**src/rtl/psum_pkg.sv**
```systemverilog
// Shared constants for the psum output-FIFO reader blocks.
//   COL / BW_PSUM : array geometry (columns per core, bits per partial sum)
//   LANES         : psum words per FIFO row (two cores side by side)
//   FIFO_DEPTH    : entries per output FIFO
//   OCC_W         : occupancy counter width, wide enough to hold FIFO_DEPTH
//   state_t       : drain FSM state encoding
package psum_pkg;

    localparam int unsigned COL        = 8;
    localparam int unsigned BW_PSUM    = 20;
    localparam int unsigned LANES      = 2 * COL;
    localparam int unsigned FIFO_DEPTH = 16;
    localparam int unsigned OCC_W      = 5;

    typedef logic [1:0] state_t;

    localparam state_t StIdle  = 2'd0;
    localparam state_t StIssue = 2'd1;
    localparam state_t StWait  = 2'd2;
    localparam state_t StSend  = 2'd3;

endpackage

```
**src/rtl/psum_occ_cnt.sv**
```systemverilog
// Saturating up/down occupancy counter for a FIFO reader, with sticky overflow.
//   clk    : clock, posedge
//   reset  : synchronous, active-high
//   inc    : one entry pushed this cycle
//   dec    : one entry popped this cycle
//   cnt    : entries held (0..Depth)
//   ovf    : set by a push at full without a pop; cleared only by reset
module psum_occ_cnt
    import psum_pkg::*;
#(
    parameter int unsigned Depth = FIFO_DEPTH,
    parameter int unsigned Width = OCC_W
) (
    input  logic             clk,
    input  logic             reset,
    input  logic             inc,
    input  logic             dec,
    output logic [Width-1:0] cnt,
    output logic             ovf
);

    localparam logic [Width-1:0] Max = Width'(Depth);

    logic [Width-1:0] cnt_q, cnt_d;
    logic             ovf_q, ovf_d;

    always_comb begin
        cnt_d = cnt_q;
        ovf_d = ovf_q;
        // Push and pop in the same cycle cancel, even at full or empty.
        if (inc && !dec) begin
            if (cnt_q == Max) begin
                ovf_d = 1'b1;
            end else begin
                cnt_d = cnt_q + 1'b1;
            end
        end else if (dec && !inc) begin
            if (cnt_q != '0) begin
                cnt_d = cnt_q - 1'b1;
            end
        end
    end

    always_ff @(posedge clk) begin
        if (reset) begin
            cnt_q <= '0;
            ovf_q <= 1'b0;
        end else begin
            cnt_q <= cnt_d;
            ovf_q <= ovf_d;
        end
    end

    assign cnt = cnt_q;
    assign ovf = ovf_q;

endmodule

```
**src/rtl/psum_drain.sv**
```systemverilog
// Reader end of the fullchip output FIFO pair. Counts rows pushed by watching the
// FIFO write strobe, issues one read per row and serialises each row LSB-first
// into single psum words on a valid/ready stream.
//   clk      : clock, posedge
//   reset    : synchronous, active-high; a row in flight is discarded
//   fifo_wr  : copy of the FIFO write strobe, one row per high cycle
//   fifo_out : {core0 row, core1 row} from the FIFOs
//   fifo_rd  : registered FIFO read strobe
//   o_data   : current psum word
//   o_valid  : o_data valid
//   o_last   : final word of the current row
//   o_ready  : downstream accepts on o_valid && o_ready
//   occ      : rows in the FIFO not yet read
//   ovf      : sticky overflow
module psum_drain
    import psum_pkg::*;
#(
    parameter int unsigned col        = COL,
    parameter int unsigned bw_psum    = BW_PSUM,
    parameter int unsigned fifo_depth = FIFO_DEPTH,
    parameter int unsigned rd_lat     = 1
) (
    input  logic                     clk,
    input  logic                     reset,
    input  logic                     fifo_wr,
    input  logic [2*col*bw_psum-1:0] fifo_out,
    output logic                     fifo_rd,
    output logic [bw_psum-1:0]       o_data,
    output logic                     o_valid,
    output logic                     o_last,
    input  logic                     o_ready,
    output logic [OCC_W-1:0]         occ,
    output logic                     ovf
);

    localparam int unsigned Lanes = 2 * col;
    localparam int unsigned LaneW = $clog2(Lanes);
    localparam int unsigned RowW  = 2 * col * bw_psum;
    localparam int unsigned WaitW = 2;

    localparam logic [LaneW-1:0] LastLane = LaneW'(Lanes - 1);
    localparam logic [WaitW-1:0] WaitLoad = WaitW'(rd_lat);

    state_t           state_q, state_d;
    logic [WaitW-1:0] wait_q, wait_d;
    logic [LaneW-1:0] lane_q, lane_d;
    logic [RowW-1:0]  shreg_q, shreg_d;
    logic             rd_q;
    logic             hs;

    psum_occ_cnt #(
        .Depth (fifo_depth),
        .Width (OCC_W)
    ) u_occ_cnt (
        .clk   (clk),
        .reset (reset),
        .inc   (fifo_wr),
        .dec   (rd_q),
        .cnt   (occ),
        .ovf   (ovf)
    );

    assign hs = o_valid && o_ready;

    always_comb begin
        state_d = state_q;
        wait_d  = wait_q;
        lane_d  = lane_q;
        shreg_d = shreg_q;
        unique case (state_q)
            StIdle: begin
                if (occ != '0) begin
                    state_d = StIssue;
                end
            end
            StIssue: begin
                wait_d  = WaitLoad;
                state_d = StWait;
            end
            StWait: begin
                // fifo_out becomes valid rd_lat edges after the read; capture on the last one.
                if (wait_q == WaitW'(1)) begin
                    shreg_d = fifo_out;
                    lane_d  = '0;
                    state_d = StSend;
                end else begin
                    wait_d = wait_q - 1'b1;
                end
            end
            StSend: begin
                if (hs) begin
                    shreg_d = shreg_q >> bw_psum;
                    lane_d  = lane_q + 1'b1;
                    if (lane_q == LastLane) begin
                        // Go straight to the next read when rows are waiting.
                        state_d = (occ != '0) ? StIssue : StIdle;
                    end
                end
            end
            default: state_d = StIdle;
        endcase
    end

    always_ff @(posedge clk) begin
        if (reset) begin
            state_q <= StIdle;
            wait_q  <= '0;
            lane_q  <= '0;
            shreg_q <= '0;
            rd_q    <= 1'b0;
        end else begin
            state_q <= state_d;
            wait_q  <= wait_d;
            lane_q  <= lane_d;
            shreg_q <= shreg_d;
            // Registered strobe that is high exactly while the FSM sits in StIssue.
            rd_q    <= (state_d == StIssue);
        end
    end

    assign fifo_rd = rd_q;
    assign o_valid = (state_q == StSend);
    assign o_data  = shreg_q[bw_psum-1:0];
    assign o_last  = o_valid && (lane_q == LastLane);

endmodule

```
**config.mk**
```make
export PLATFORM = sky130hd
export DESIGN_NAME = psum_drain
export DESIGN_NICKNAME = d
export VERILOG_FILES = /design/src/rtl/psum_pkg.sv /design/src/rtl/psum_occ_cnt.sv /design/src/rtl/psum_drain.sv
export SDC_FILE = /design/constraint.sdc
export NUM_CORES = 1
export LEC_CHECK = 0
export BUFFER_PORTS_ARGS = -buffer_cell sky130_fd_sc_hd__buf_4
export CAP_MARGIN = 20
export CORE_MARGIN = 3
export CORE_UTILIZATION = 40
export DETAILED_ROUTE_END_ITERATION = 6
export SYNTH_ARGS = -nofsm -noshare
export SYNTH_HDL_FRONTEND = slang
export SYNTH_SLANG_ARGS = --single-unit
```
**constraint.sdc**
```tcl
create_clock -name clk -period 1.8 [get_ports clk]
set_input_delay 0.36 -clock clk [delete_from_list [all_inputs] [get_ports clk]]
set_output_delay 0.36 -clock clk [all_outputs]
set_load 0.005 [all_outputs]
```
==> results of run 1 <==
area by class of cell:
class	instances	area, um2	share of cell area
Antenna cell	1	2.502	0.0001122
Timing Repair Buffer	474	4534	0.2033
Clock inverter	7	146.4	0.006563
Clock buffer	60	1189	0.05329
Tap cell	525	656.9	0.02945
Sequential cell	335	6725	0.3015
Inverter	8	40.04	0.001795
Multi-Input combinational cell	1318	9010	0.4040
cells by family (layout without fill, tap and decap cells):
kind of cell | count (synthesis) | count (layout) | synth area share
compound gates | 346 | 346 | 0.2913
xor+xnor | 3 | 3 | 0.001587
fa+ha+maj | 6 | 6 | 0.004986
buf+inv | 205 | 549 | 0.07449
flops | 335 | 335 | 0.4050
mux | 2 | 2 | 0.002266
other cells | 0 | 1 | 0
simple gates | 961 | 961 | 0.2204
routing by layer:
layer / vias to the layer above / global-route usage / part of all wire
met5: - / 0 / 0.00025
met4: 2 / 0.05058 / 0.018
met3: 68 / 0.04305 / 0.067
met2: 423 / 0.3626 / 0.49
met1: 6931 / 0.2751 / 0.43
li1: 7111 / - / -
layout by cell type, fill, tap and decap left out, types with 2 or more instances in the layout:
cell / synthesis / layout
dfxtp_4: 0 / 3
ha_4: 0 / 2
nor2_2: 0 / 121
nor2_1: 333 / 210
a21oi_1: 8 / 7
buf_4: 38 / 393
buf_6: 37 / 22
nor2_4: 0 / 2
nor2b_1: 2 / 2
buf_16: 0 / 11
dfxtp_2: 0 / 6
nor3_1: 6 / 6
ha_1: 5 / 3
a211oi_1: 2 / 2
clkbuf_16: 0 / 56
dfxtp_1: 335 / 326
nand2_1: 606 / 605
nand3_1: 5 / 4
clkbuf_8: 0 / 7
buf_12: 0 / 31
xor2_1: 2 / 2
buf_8: 1 / 2
clkbuf_1: 95 / 11
o21a_1: 3 / 3
a22oi_1: 20 / 20
inv_1: 7 / 6
clkinv_2: 0 / 2
o21ai_0: 5 / 5
bufinv_16: 0 / 4
a311oi_2: 300 / 300
sequential cells by signal (all words and copies together), names as in the netlist:
signal         count
u_occ_cnt.cnt      5
lane_q             4
state_q            2
fifo_rd            1
u_occ_cnt.ovf      1
shreg_q          320
wait_q             2
worst max path at each step:
stage | startpoint | endpoint | depth (start not counted)
2_1_floorplan | fifo_rd$_SDFF_PP0_ | u_occ_cnt.cnt[4]$_SDFFE_PP0P_ | 7
3_3_place_gp | fifo_wr | u_occ_cnt.cnt[4]$_SDFFE_PP0P_ | 8
3_5_place_dp | wait_q[1]$_SDFFE_PP0P_ | shreg_q[105]$_SDFFE_PP0P_ | 8
4_1_cts | wait_q[1]$_SDFFE_PP0P_ | shreg_q[105]$_SDFFE_PP0P_ | 8
5_1_grt | wait_q[1]$_SDFFE_PP0P_ | shreg_q[174]$_SDFFE_PP0P_ | 9
6_report | wait_q[1]$_SDFFE_PP0P_ | shreg_q[27]$_SDFFE_PP0P_ | 8
power by group:
| part | internal [mW] | switching, mW | total (mW) |
|---|---|---|---|
| logic | 4.57 | 4.92 | 9.49 |
| clock network | 5.11 | 3.16 | 8.27 |
| registers | 8.99 | 1.07 | 10.1 |
worst max-delay path, cell delays in order, from the launching register on:
cell,delay (ns)
dfxtp_2,0.33
inv_4,0.04
ha_4,0.15
mux2_4,0.28
and2_4,0.16
buf_4,0.15
buf_12,0.16
clkbuf_16,0.21
a311oi_2,0.22
what timing repair did:
action,CTS,global route
gates cloned,1,28
setup buffers,3,15
setup endpoints to repair,71,285
pin swaps,1,10
resized for setup,15,163
==> results_dict.tcl, run 1 <==
set metrics [dict create \
    p_per_area_nw_per_um2 1247 \
    start_kind "register" \
    worstMarginPinSlew_ns 0.4921 \
    status "finished with violations" \
    synth-seq-area-share 0.4050 \
    clkLatencyLatePin_ns 0.54 \
    syn_nets 2188 \
    min_path_cells 3 \
    synthFlopType "dfxtp_1" \
    drt_iter0_drc 931 \
    r2r_end "shreg_q[27]$_SDFFE_PP0P_" \
    preCtsSetupSlack_ns -0.02631 \
    via_count 14540 \
    path_max_fanout 17 \
    hold_buffers 0 \
    final-setup-viol-count 3 \
    irDropWorstVdd_v 0.0006154 \
    hold_viol 0 \
    finalNonFillerCells 2728 \
    netlist.area_leader.share 0.4050 \
    layout-drive-gt1-share 0.4432 \
    min_period_over_period 1.007 \
    final_nets 2507 \
    ys_warn_count 0 \
    yosysMostFrequentCell "nand2_1" \
    relSlewSlack 0.6719 \
    worstSetupPathType "register to register" \
    failed_checks "setup timing" \
    routabilityCongestion 0.8407 \
    wl_per_cell_um 18.97 \
    clockBufferDepth 3 \
    end_kind "register" \
    maxCapViolations 0 \
    slew_violations 0 \
    setup_ws_ns -0.01252 \
    cts_buffers 40 \
    portBuffers 352 \
    report.power.total_mw 27.81 \
    rows 73 \
    wl_mm 51.74 \
    timing.rr.start "wait_q[1]$_SDFFE_PP0P_" \
    initial_utilization 0.4111 \
    final_area_um2 22300 \
    fillerInstances 3590 \
    syn_inst 1858 \
    worstRegToRegCells 8 \
    tns_ns -0.02735 \
    synth_edf_count 0 \
    viasPerCell 5.328 \
    reg2reg_slack_ns -0.01 \
    yosys_register_bits 335 \
    core_area_um2 40280 \
    post-route-min-period_ns 1.813 \
    cts_tree "built" \
    grt_pass1_vias 14340 \
    holdPathEnd "shreg_q[307]$_SDFFE_PP0P_" \
    synth.distinct_cells 39 \
    dieHeight_um 209.5 \
    place_area_um2 19750 \
    drt_pre_antenna_iters 6 \
    dieArea_um2 43880 \
    postRouteAntennaNets 0 \
    holdWs_ns 0.06432 \
    grt_pass1_wl_mm 76.47 \
    synth_common_cells "606 x nand2_1, 335 x dfxtp_1, 333 x nor2_1" \
    synth_top_area_cell "dfxtp_1" \
    netlist_area_um2 16560 \
    fmax_mhz 551.7 \
    dp_hpwl_mm 34.84 \
    antenna_found_initial 2 \
    overflow 0 \
    remaining_drc_errors 0 \
    dp.cells 2614 \
    cts.sinks 335 \
    clock_skew_ns 0.01937 \
    arrival_ns 2.26 \
    synth.avg_cell_area_um2 8.913 \
    grt_max_degree 86 \
    syn2layout_area_growth_pct 34.68 \
    cts-root-buf "clkbuf_16" \
    hold_start "fifo_out[307]" \
    rsz0062_at_grt "yes" \
    post-route-util 0.5537 \
    min_path_type "input pin to register" \
    grt_usage 0.2119 \
    path_clk_slew_ns 0.05 \
    ios 353 \
    dieWidth_um 209.5 \
    p_leak_nw 8.286 \
    htree_levels 2 \
    worst_ep_required_time_ns 2.25 \
    netlist_top_cells_area "dfxtp_1 40%, a311oi_2 27%, nand2_1 14%" \
    synthArstFlopShare 0 \
]
Power figures use the tool's default switching activity.
==> run 2: changes to the inputs <==
--- a/config.mk
+++ b/config.mk
@@ -10,6 +10,7 @@
 export CORE_MARGIN = 3
 export CORE_UTILIZATION = 40
 export DETAILED_ROUTE_END_ITERATION = 6
+export RECOVER_POWER = 50
 export SYNTH_ARGS = -nofsm -noshare
 export SYNTH_HDL_FRONTEND = slang
 export SYNTH_SLANG_ARGS = --single-unit
==> constraint.sdc (replaced) <==
create_clock -name clk -period 1.95 [get_ports clk]
set_input_delay 0.39 -clock clk [delete_from_list [all_inputs] [get_ports clk]]
set_output_delay 0.39 -clock clk [all_outputs]
set_load 0.005 [all_outputs]
==> run 2 against run 1 <==
Net effect:
- the flow now finishes without violations
- clock skew decreased by 0.0086 ns
- global-route usage is 0.49 points lower
- via count decreased by 2.9%
- critical path depth shrank 4
- final cell count fell by 1.9%
- first-iteration DRC count shrank 17%
- sequential power down 9%
- cell area decreased by 7.2%
- power down 15%
- hold slack gained 0.055 ns
- largest power group unchanged
==> results_dict.tcl, run 2 (same netlist as run 1, synthesis figures left out) <==
set metrics [dict create \
    layout-drive-gt1-share 0.3544 \
    cts-root-buf "clkbuf_16" \
    dp_hpwl_mm 34.66 \
    worstSetupPathType "register to primary output" \
    final-setup-viol-count 0 \
    hold_buffers 0 \
    wl_per_cell_um 18.00 \
    syn2layout_area_growth_pct 24.99 \
    fmax_mhz 533.4 \
    start_kind "register" \
    min_path_type "input pin to register" \
    grt_pass1_wl_mm 74.97 \
    ios 353 \
    diodes 0 \
    p_leak_nw 7.638 \
    p_per_area_nw_per_um2 1141 \
    slew_violations 0 \
    worst_ep_required_time_ns 1.56 \
    grt_max_degree 90 \
    report.power.total_mw 23.62 \
    initial_utilization 0.4111 \
    remaining_drc_errors 0 \
    tns_ns 0 \
    clkLatencyLatePin_ns 0.51 \
    via_count 14120 \
    postRouteAntennaNets 0 \
    largest_register_ff_count 320 \
    cts.sinks 335 \
    dieArea_um2 43880 \
    regMostFlops "shreg_q" \
    grt_pass1_vias 14150 \
    drt_iter0_drc 777 \
    worstMarginPinSlew_ns 0.9077 \
    status "finished, final reports clean" \
    cts_buffers 39 \
    worstRegToRegCells 5 \
    min_path_cells 3 \
    dp.cells 2604 \
    relSlewSlack 0.3948 \
    irDropWorstVdd_v 0.0005914 \
    min_period_over_period 0.9614 \
    cts_tree "built" \
    drt_pre_antenna_iters 4 \
    regArea_um2 6713 \
    fillerInstances 3842 \
    clockBufferDepth 3 \
    path_clk_slew_ns 0.06 \
    post-route-util 0.5139 \
    wl_mm 48.16 \
    grt_usage 0.2070 \
    end_kind "primary output" \
    final_cell_mix "605 x nand2_1, 358 x buf_4, 332 x nor2_1, 332 x dfxtp_1, 277 x a311oi_2" \
    rsz0062_at_grt "no" \
    rows 73 \
    arrival_ns 1.48 \
    clock_skew_ns 0.01073 \
    dieHeight_um 209.5 \
    post-route-min-period_ns 1.875 \
    portBuffers 352 \
    antenna_found_initial 3 \
    hold_viol 0 \
    core_area_um2 40280 \
    finalNonFillerCells 2675 \
    maxCapViolations 0 \
    final_common_cell "nand2_1" \
    dieWidth_um 209.5 \
    path_max_fanout 27 \
    multi_input_area_um2 8502 \
    viasPerCell 5.277 \
    final_nets 2454 \
    overflow 0 \
    routabilityCongestion 0.8555 \
    htree_levels 2 \
]
==> run 2: changes by cell type in the layout (fill, tap and decap cells not counted), sizes merged <==
cell / delta
buf: -69
bufbuf: -1
bufinv: -2
clkbuf: +19
clkinv: +1
diode: -1
==> run 2: where the power goes <==
group / leakage [nW] / total (mW) / switching (mW) / internal (mW)
sequential: 2.72 / 9.15 / 0.871 / 8.28
combinational: 4.30 / 7.30 / 4.05 / 3.24
clock: 0.615 / 7.18 / 2.81 / 4.37
total: 7.64 / 23.6 / 7.74 / 15.9
==> run 2: layout make-up <==
cell class | count | share of cell area
clock inverter | 6 | 0.003868
sequential | 335 | 0.3243
timing repair buffer | 422 | 0.1706
inverter | 8 | 0.002236
tap | 525 | 0.03173
clock buffer | 61 | 0.05658
multi-input combinational | 1318 | 0.4107
==> run 2: what timing repair did <==
action,4_1_cts,5_1_grt
gates resized for setup,7,7
gates cloned,0,2
buffers inserted,0,2
endpoints found under the setup margin,2,61
==> run 2: layer usage <==
metal | GRT usage | vias up | routed length, um
li1 | - | 6977 | -
met1 | 0.2688 | 6759 | 20970
met2 | 0.3573 | 305 | 23560
met3 | 0.04155 | 68 | 2699
met4 | 0.04388 | 6 | 888
met5 | 0 | - | 47
==> run 2: worst paths after layout <==
path	start	end	slack [ns]
max	state_q[1]$_SDFF_PP0_	o_last	0.08
min	fifo_out[319]	shreg_q[319]$_SDFFE_PP0P_	0.12
min reg2reg	lane_q[1]$_SDFFE_PP0P_	lane_q[1]$_SDFFE_PP0P_	0.47
max reg2reg	state_q[1]$_SDFF_PP0_	shreg_q[102]$_SDFFE_PP0P_	0.11
==> run 2: through the flow <==
| step | cell area, um2 | hold slack, ns | setup slack [ns] |
|---|---|---|---|
| after floorplan | 16560 | 0.4441 | 0.2110 |
| after global placement | 19550 | 0.4569 | 0.1484 |
| after detailed placement | 19550 | 0.4599 | 0.09157 |
| after CTS | 20820 | 0.09510 | 0.01794 |
| after global routing | 20700 | 0.1073 | 0.003139 |
| final | 20700 | 0.1193 | 0.07531 |
==> run 2: critical path, cell delays in order (launching register included) <==
cell,delay [ns]
dfxtp_4,0.40
nand2_4,0.12
buf_12,0.19
nor2_2,0.14
buf_4,0.12
